**src/rtl/hex_scan_pkg.sv**
```systemverilog
// Shared definitions for the hex display scan controller.
//   state_t  : scan FSM states (GAP = dead time, SHOW = digit lit)
//   SEG_OFF  : active-low segment pattern with every segment dark
//   lzb_mask : per-digit leading-zero blank mask for a display word
package hex_scan_pkg;

  typedef enum logic {
    GAP  = 1'b0,
    SHOW = 1'b1
  } state_t;

  localparam logic [6:0] SEG_OFF    = 7'h7F;
  localparam int         MAX_DIGITS = 8;
  localparam int         WORD_W     = 4 * MAX_DIGITS;

  // Bit k is set when nibbles digits-1..k of the word are all zero.
  // Digit 0 always shows, so bit 0 is never set.
  function automatic logic [MAX_DIGITS-1:0] lzb_mask(input logic [WORD_W-1:0] word,
                                                     input int                digits);
    logic [MAX_DIGITS-1:0] mask;
    logic                  zero_so_far;
    mask        = '0;
    zero_so_far = 1'b1;
    for (int k = MAX_DIGITS - 1; k >= 1; k--) begin
      if (k < digits) begin
        zero_so_far = zero_so_far & (word[4*k +: 4] == 4'h0);
        mask[k]     = zero_so_far;
      end
    end
    return mask;
  endfunction

endpackage

```
**src/rtl/hex_scan_timer.sv**
```systemverilog
// Slot timer for the scan FSM. Counts the cycles of the current slot and
// raises tc on the last one; the count restarts from zero on every slot.
//   clk   : clock
//   rst_n : asynchronous active-low reset
//   show  : 1 = SHOW slot (TICK_DIV cycles), 0 = GAP slot (GAP_CYC cycles)
//   tc    : terminal count, high during the last cycle of the slot
module hex_scan_timer #(
  parameter int TICK_DIV = 50000,
  parameter int GAP_CYC  = 16
) (
  input  logic clk,
  input  logic rst_n,
  input  logic show,
  output logic tc
);

  localparam int CW = $clog2((TICK_DIV > GAP_CYC) ? TICK_DIV : GAP_CYC);
  localparam logic [CW-1:0] GAP_LAST  = CW'(GAP_CYC - 1);
  localparam logic [CW-1:0] SHOW_LAST = CW'(TICK_DIV - 1);

  logic [CW-1:0] cnt;

  assign tc = (cnt == (show ? SHOW_LAST : GAP_LAST));

  // NOTE: sequential state uses non-blocking (<=) so every register samples
  // pre-edge values and simulation matches the synthesized flops.
  always_ff @(posedge clk or negedge rst_n) begin
    if (!rst_n) begin
      cnt <= '0;
    end else if (tc) begin
      cnt <= '0;
    end else begin
      cnt <= cnt + 1'b1;
    end
  end

endmodule

```
**src/rtl/hex_scan_ctrl.sv**
```systemverilog
// Scan controller that time-multiplexes one external 7-segment decoder over
// DIGITS common-anode digits, with anti-ghosting dead time, frame-aligned
// display updates via a load/ack handshake, global and leading-zero blanking.
//   clk_i    : clock
//   rstn_i   : asynchronous active-low reset
//   data_i   : display word, nibble k shown on digit k
//   load_i   : one-cycle request to latch data_i as pending
//   ack_o    : one-cycle pulse when pending data becomes displayed
//   blank_i  : forces all anodes off
//   lzb_en_i : enables leading-zero blanking
//   dec_o    : nibble sent to the shared decoder
//   hex_i    : decoder result, active-low {g..a}
//   seg_o    : registered segment pins, active-low
//   an_o     : registered anode enables, active-low
module hex_scan_ctrl
  import hex_scan_pkg::*;
#(
  parameter int DIGITS   = 4,
  parameter int TICK_DIV = 50000,
  parameter int GAP_CYC  = 16
) (
  input  logic                  clk_i,
  input  logic                  rstn_i,
  input  logic [4*DIGITS-1:0]   data_i,
  input  logic                  load_i,
  output logic                  ack_o,
  input  logic                  blank_i,
  input  logic                  lzb_en_i,
  output logic [3:0]            dec_o,
  input  logic [6:0]            hex_i,
  output logic [6:0]            seg_o,
  output logic [DIGITS-1:0]     an_o
);

  localparam int IW = $clog2(DIGITS);
  localparam logic [IW-1:0] LAST_IDX = IW'(DIGITS - 1);

  state_t                state;
  state_t                state_nxt;
  logic [IW-1:0]         idx;
  logic [IW-1:0]         idx_nxt;
  logic                  wrap;
  logic                  tc;
  logic [4*DIGITS-1:0]   disp;
  logic [4*DIGITS-1:0]   pend;
  logic                  pend_v;
  logic [MAX_DIGITS-1:0] blank_mask;

  hex_scan_timer #(
    .TICK_DIV (TICK_DIV),
    .GAP_CYC  (GAP_CYC)
  ) u_timer (
    .clk   (clk_i),
    .rst_n (rstn_i),
    .show  (state == SHOW),
    .tc    (tc)
  );

  assign dec_o      = disp[4*idx +: 4];
  assign blank_mask = lzb_mask(WORD_W'(disp), DIGITS);

  // NOTE: every output of this block gets a default first, so no path
  // leaves a signal unassigned and no latch is inferred.
  always_comb begin
    state_nxt = state;
    idx_nxt   = idx;
    wrap      = 1'b0;
    if (tc) begin
      if (state == GAP) begin
        state_nxt = SHOW;
      end else begin
        state_nxt = GAP;
        if (idx == LAST_IDX) begin
          idx_nxt = '0;
          wrap    = 1'b1;
        end else begin
          idx_nxt = idx + 1'b1;
        end
      end
    end
  end

  // ack_o is raised on the edge that enters the frame's first GAP cycle and
  // the swap into disp happens at the end of that cycle, so a load in the
  // last SHOW cycle still makes this frame and a load during the ack cycle
  // waits for the next one.
  // an_o is computed from the next state so the anodes line up with the FSM.
  // NOTE: pend is reset along with its valid flag even though it is only
  // read when pend_v is set; it is a handful of flops and keeps X out of disp.
  always_ff @(posedge clk_i or negedge rstn_i) begin
    if (!rstn_i) begin
      state  <= GAP;
      idx    <= '0;
      disp   <= '0;
      pend   <= '0;
      pend_v <= 1'b0;
      ack_o  <= 1'b0;
      an_o   <= '1;
      seg_o  <= SEG_OFF;
    end else begin
      state <= state_nxt;
      idx   <= idx_nxt;
      ack_o <= wrap && (pend_v || load_i);

      if (ack_o) begin
        disp <= pend;
      end

      if (load_i) begin
        pend   <= data_i;
        pend_v <= 1'b1;
      end else if (ack_o) begin
        pend_v <= 1'b0;
      end

      if (blank_i || (state_nxt == GAP)) begin
        an_o <= '1;
      end else begin
        an_o <= ~(DIGITS'(1) << idx_nxt);
      end

      if (lzb_en_i && blank_mask[idx]) begin
        seg_o <= SEG_OFF;
      end else begin
        seg_o <= hex_i;
      end
    end
  end

endmodule

```
**config.mk**
```make
export PLATFORM = sky130hd
export DESIGN_NAME = hex_scan_ctrl
export DESIGN_NICKNAME = d
export VERILOG_FILES = /design/src/rtl/hex_scan_pkg.sv /design/src/rtl/hex_scan_timer.sv /design/src/rtl/hex_scan_ctrl.sv
export SDC_FILE = /design/constraint.sdc
export NUM_CORES = 1
export LEC_CHECK = 0
export ABC_AREA = 1
export CAP_MARGIN = 5
export CORE_ASPECT_RATIO = 0.75
export CORE_MARGIN = 3
export CORE_UTILIZATION = 53
export DETAILED_ROUTE_END_ITERATION = 8
export GPL_ROUTABILITY_DRIVEN = 1
export PLACE_DENSITY = 0.9
export SYNTH_ARGS = -nofsm -noshare
export SYNTH_HDL_FRONTEND = slang
export SYNTH_SLANG_ARGS = --single-unit
```
**constraint.sdc**
```tcl
create_clock -name clk_i -period 1.7 [get_ports clk_i]
set_clock_uncertainty 0.1 [all_clocks]
set_input_delay 0.34 -clock clk_i [delete_from_list [all_inputs] [get_ports clk_i]]
set_output_delay 0.34 -clock clk_i [all_outputs]
set_load 0.05 [all_outputs]
```
==> results summary <==
The flow ran to the end, but the final reports show violations. The checks that failed: negative setup slack. The top cell types in the final layout, fill and taps aside, are nand2_1, dfrtp_1, inv_1. The ratio of cells with drive above 1 in the final layout came out at 26.5%. The start point of the critical path is idx[0]$_DFF_PN0_.

The number of nets still failing antenna checks after routing came out at 0. The mean cell area of the mapped netlist came out at 8.69 um2. The met2 routed wirelength came out at 3.02 mm. The routed wire length per instance is 13.4 um. The design area came out at 0.00398 mm2. The worst register-to-register path ends at an_o[3]$_DFF_PN1_. The area growth from synthesis to layout is 37.9%. The estimated wirelength of the detail-placed design is 4.26 mm.

By area, the combinational part of the netlist is dominated by simple AND/OR/NAND/NOR gates. The Yosys step of the flow raised 0 warnings. Setup repair after global routing could not meet its margin everywhere. The startpoint type of the worst setup path is a register. After clock tree synthesis, the clock-pin slew on the worst setup and hold paths is 70 ps. The total count of hold-check failures in the final report came out at 0.

The worst setup slack after placement is 25.1 ps. The placeable core region came out at 0.00506 mm2. Max-cap violations in this run came to 0. The worst register-to-register path has a setup slack of -80 ps. The area fraction in and, or, nand and nor cells after synthesis is 24.6%.

The ratio of final minimum period to clock period came out at 113%. The startpoint identified for the worst register-to-register timing path is idx[0]$_DFF_PN0_. The clock sink total came out at 64. Detailed routing inserted a total of 2344 vias.

The initialized floorplan defines 22 standard-cell rows. The most used flip-flop cell after synthesis is dfrtp_1. The sequential cells in the finished layout cover a total of 0.00162 mm2. The number of global-route vias before repair was 2317.

The slowest stage of the critical path belongs to the cell dfrtp_2. The power density over cell area came out at 832 mW/mm2. The wire length on met1 came out at 2.78 mm. The TritonCTS clock tree is built. The share of flip-flops with an asynchronous set or reset after synthesis is 100%. The first-pass GRT wire length came out at 10.4 mm.

In the global route stage, overall resource usage came out at 20.6%. The detailed-route wire length is 6.26 mm. The critical path is of the register to output port type. The slack of the critical path came out at -226 ps. The worst supply voltage drop on vdd came out at 0.000567 V.

Traced cell by cell, the critical path runs through clkinvlp_4, o21ai_2, a21oi_2, a21oi_4, buf_12. The data required time at the worst endpoint came out at 1260 ps. The topmost layer with routed signal wires is met4.

The repair_antennas step left the layout with diodes totalling 0. The share of the synthesized area in compound gates (AO/OA/AOI/OAI) is 7.20%. The number of buffers and inverters on the critical path is 2.

The initial antenna violation count is 0. The number of nets handed over by synthesis was 362. The post-detailed-placement cell area is 0.00365 mm2. The total standard cell area after synthesis is 0.00289 mm2.

The critical path runs through a total of 5 cells. The setup-violating endpoint count in the final report is 7. After Yosys synthesis, XOR and XNOR cells account for 1.82% of the synthesized area.

The library cell used as clock root buffer is clkbuf_8. The first-pass iteration count of the detailed router came out at 4. The worst-path maximum fanout is 6.

The worst slew slack as a fraction of its limit came out at 75.6%. The TritonCTS buffer count is 9. For this run, the top clock speed supported by timing is 0.519 GHz. STA classifies the critical path endpoint as an output port. The CTS H-tree depth is 3. The number of cells on the worst hold path came out at 1. The flip-flop and latch count after synthesis came out at 64. The leakage power figure is 1.92 nW. The top-level I/O count came out at 44.

In this run the worst setup path terminates at dec_o[3]. The routability congestion estimate is 0.926. Counting flops with a built-in enable in the synthesized netlist gives 0. The largest stage delay on the critical path is 430 ps. The depth of the worst register-to-register path is 10.

The routed design could run at a clock period as short as 1930 ps. The family with the most delay on the worst path is flip-flops. The number of remaining DRC errors came out at 0. The initial core utilization came out at 57.0%. The filler cell count is 323.

The overall power of the completed layout is 0.00331 W. The met3 routed wirelength came out at 352 um. The final-stage net count is 421. The maximum number of pins on one net before global-route repair came out at 65. The clock latency at the later pin of the worst-skew pair is 340 ps. The number of different library cells used by synthesis comes to 29. The synthesized netlist devotes 0.867% of its cell area to adder and majority cells. The library cell used most frequently in the layout, excluding fill and tap cells, is nand2_1. The DRC marker count from the first detailed-route iteration is 164.

The post-synthesis mux area share is 2.34%. The multi-input gate area in the final layout came out at 0.00118 mm2. The die covers 0.00637 mm2.

The transition time at the pin with the least slew margin came out at 363 ps. The floorplan die height is 69.9 um. From left edge to right edge, the die measures 91.2 um.

The count of mapped cells out of synthesis came out at 332. The startpoint identified for the worst hold timing path is u_timer.cnt[0]$_DFF_PN0_. The sequential element share of the synthesized area came out at 56.0%. No sink is reached through more buffers than the 2 on the longest clock path. The number of pins with negative max-slew slack in the final report came to 0.

The leftover overflow at the end of global routing came out at 0. The count of port buffers added during placement is 43. Hold is met by 362 ps. The data arrival time of the worst path is 1490 ps. The path class of the tightest hold or removal check is register to register. In the routed layout, each cell is associated on average with a via count of 5.01.
## worst reg2reg max path, cell delays in order, from the launching register on
cell and delay [ps]:
dfrtp_2 450, buf_4 210, ha_1 210, inv_1 80
nand3_1 80, nand2_1 70, nand4_1 140, nand2_2 140
inv_1 60, nor2_1 100, nand2_1 60
## per-layer routing
metal / vias up / track usage (%)
met1: 1119 / 25.8
met3: 14 / 6.78
met4: 0 / 7.53
li1: 1150 / -
met5: - / 0
met2: 61 / 33.6
## stage by stage
| stage | instances | utilization [%] | TNS [ps] |
|---|---|---|---|
| 3_5_place_dp | 447 | 72.1 | 0 |
| 6_report | 468 | 78.6 | -939 |
| 2_1_floorplan | 332 | - | 0 |
| 3_3_place_gp | 447 | 72.1 | 0 |
| 4_1_cts | 467 | 77.3 | -806 |
| 5_1_grt | 468 | 78.6 | -1730 |
## cell usage after synthesis, types with 2 or more instances
master | number | area [um2]
nand2_1 | 94 | 353
dfrtp_1 | 53 | 1330
inv_1 | 43 | 161
nor2_1 | 30 | 113
o21ai_0 | 21 | 105
a21oi_1 | 12 | 60.1
nand3_1 | 12 | 60.1
dfstp_2 | 11 | 289
clkbuf_1 | 7 | 26.3
mux2_2 | 6 | 67.6
nand2_2 | 6 | 37.5
nand4_1 | 6 | 37.5
nor2_2 | 6 | 37.5
xor2_1 | 6 | 52.6
ha_1 | 2 | 25.0
inv_2 | 2 | 7.51
nor2_4 | 2 | 22.5
nor3_1 | 2 | 10.0
## how the worst min path moves through the flow
stage	slack (ps)	to
after floorplan	-60	ack_o$_DFF_PN0_
after global placement	270	u_timer.cnt[12]$_DFF_PN0_
after detailed placement	270	u_timer.cnt[15]$_DFF_PN0_
after CTS	360	u_timer.cnt[0]$_DFF_PN0_
after global routing	390	u_timer.cnt[0]$_DFF_PN0_
final	360	u_timer.cnt[0]$_DFF_PN0_
## power breakdown
part / total (W) / switching (W) / internal [W]
registers: 0.00164 / 0.0000425 / 0.00159
logic: 0.000320 / 0.000160 / 0.000160
clock network: 0.00135 / 0.000561 / 0.000793
total: 0.00331 / 0.000764 / 0.00255
## kinds of logic after synthesis
family / Yosys count
simple gates: 161
mux: 6
fa+ha+maj: 2
xor+xnor: 6
compound gates: 39
buf+inv: 54
flops: 64
## repair_timing
action / in CTS / in global routing
hold endpoints to repair: 53 / 0
hold buffers: 1 / 0
buffers inserted: 2 / 1
pin swaps: 1 / 4
resized for setup: 15 / 14
endpoints found under the setup margin: 5 / 21
gates cloned: 1 / 0
## state kept, by name (all words and copies together), names as in the netlist
signal / flops
state: 1
pend: 16
seg_o: 7
an_o: 4
disp: 16
ack_o: 1
pend_v: 1
idx: 2
u_timer.cnt: 16
## area by class of cell
cell class	count	share of cell area [%]
sequential	64	40.6
clock inverter	3	1.01
timing repair buffer	56	17.5
inverter	45	4.40
multi-input combinational	214	29.7
tap	72	2.26
timing repair inverter	1	0.189
clock buffer	13	4.24
Note: power is estimated with default switching activity, not from simulation.
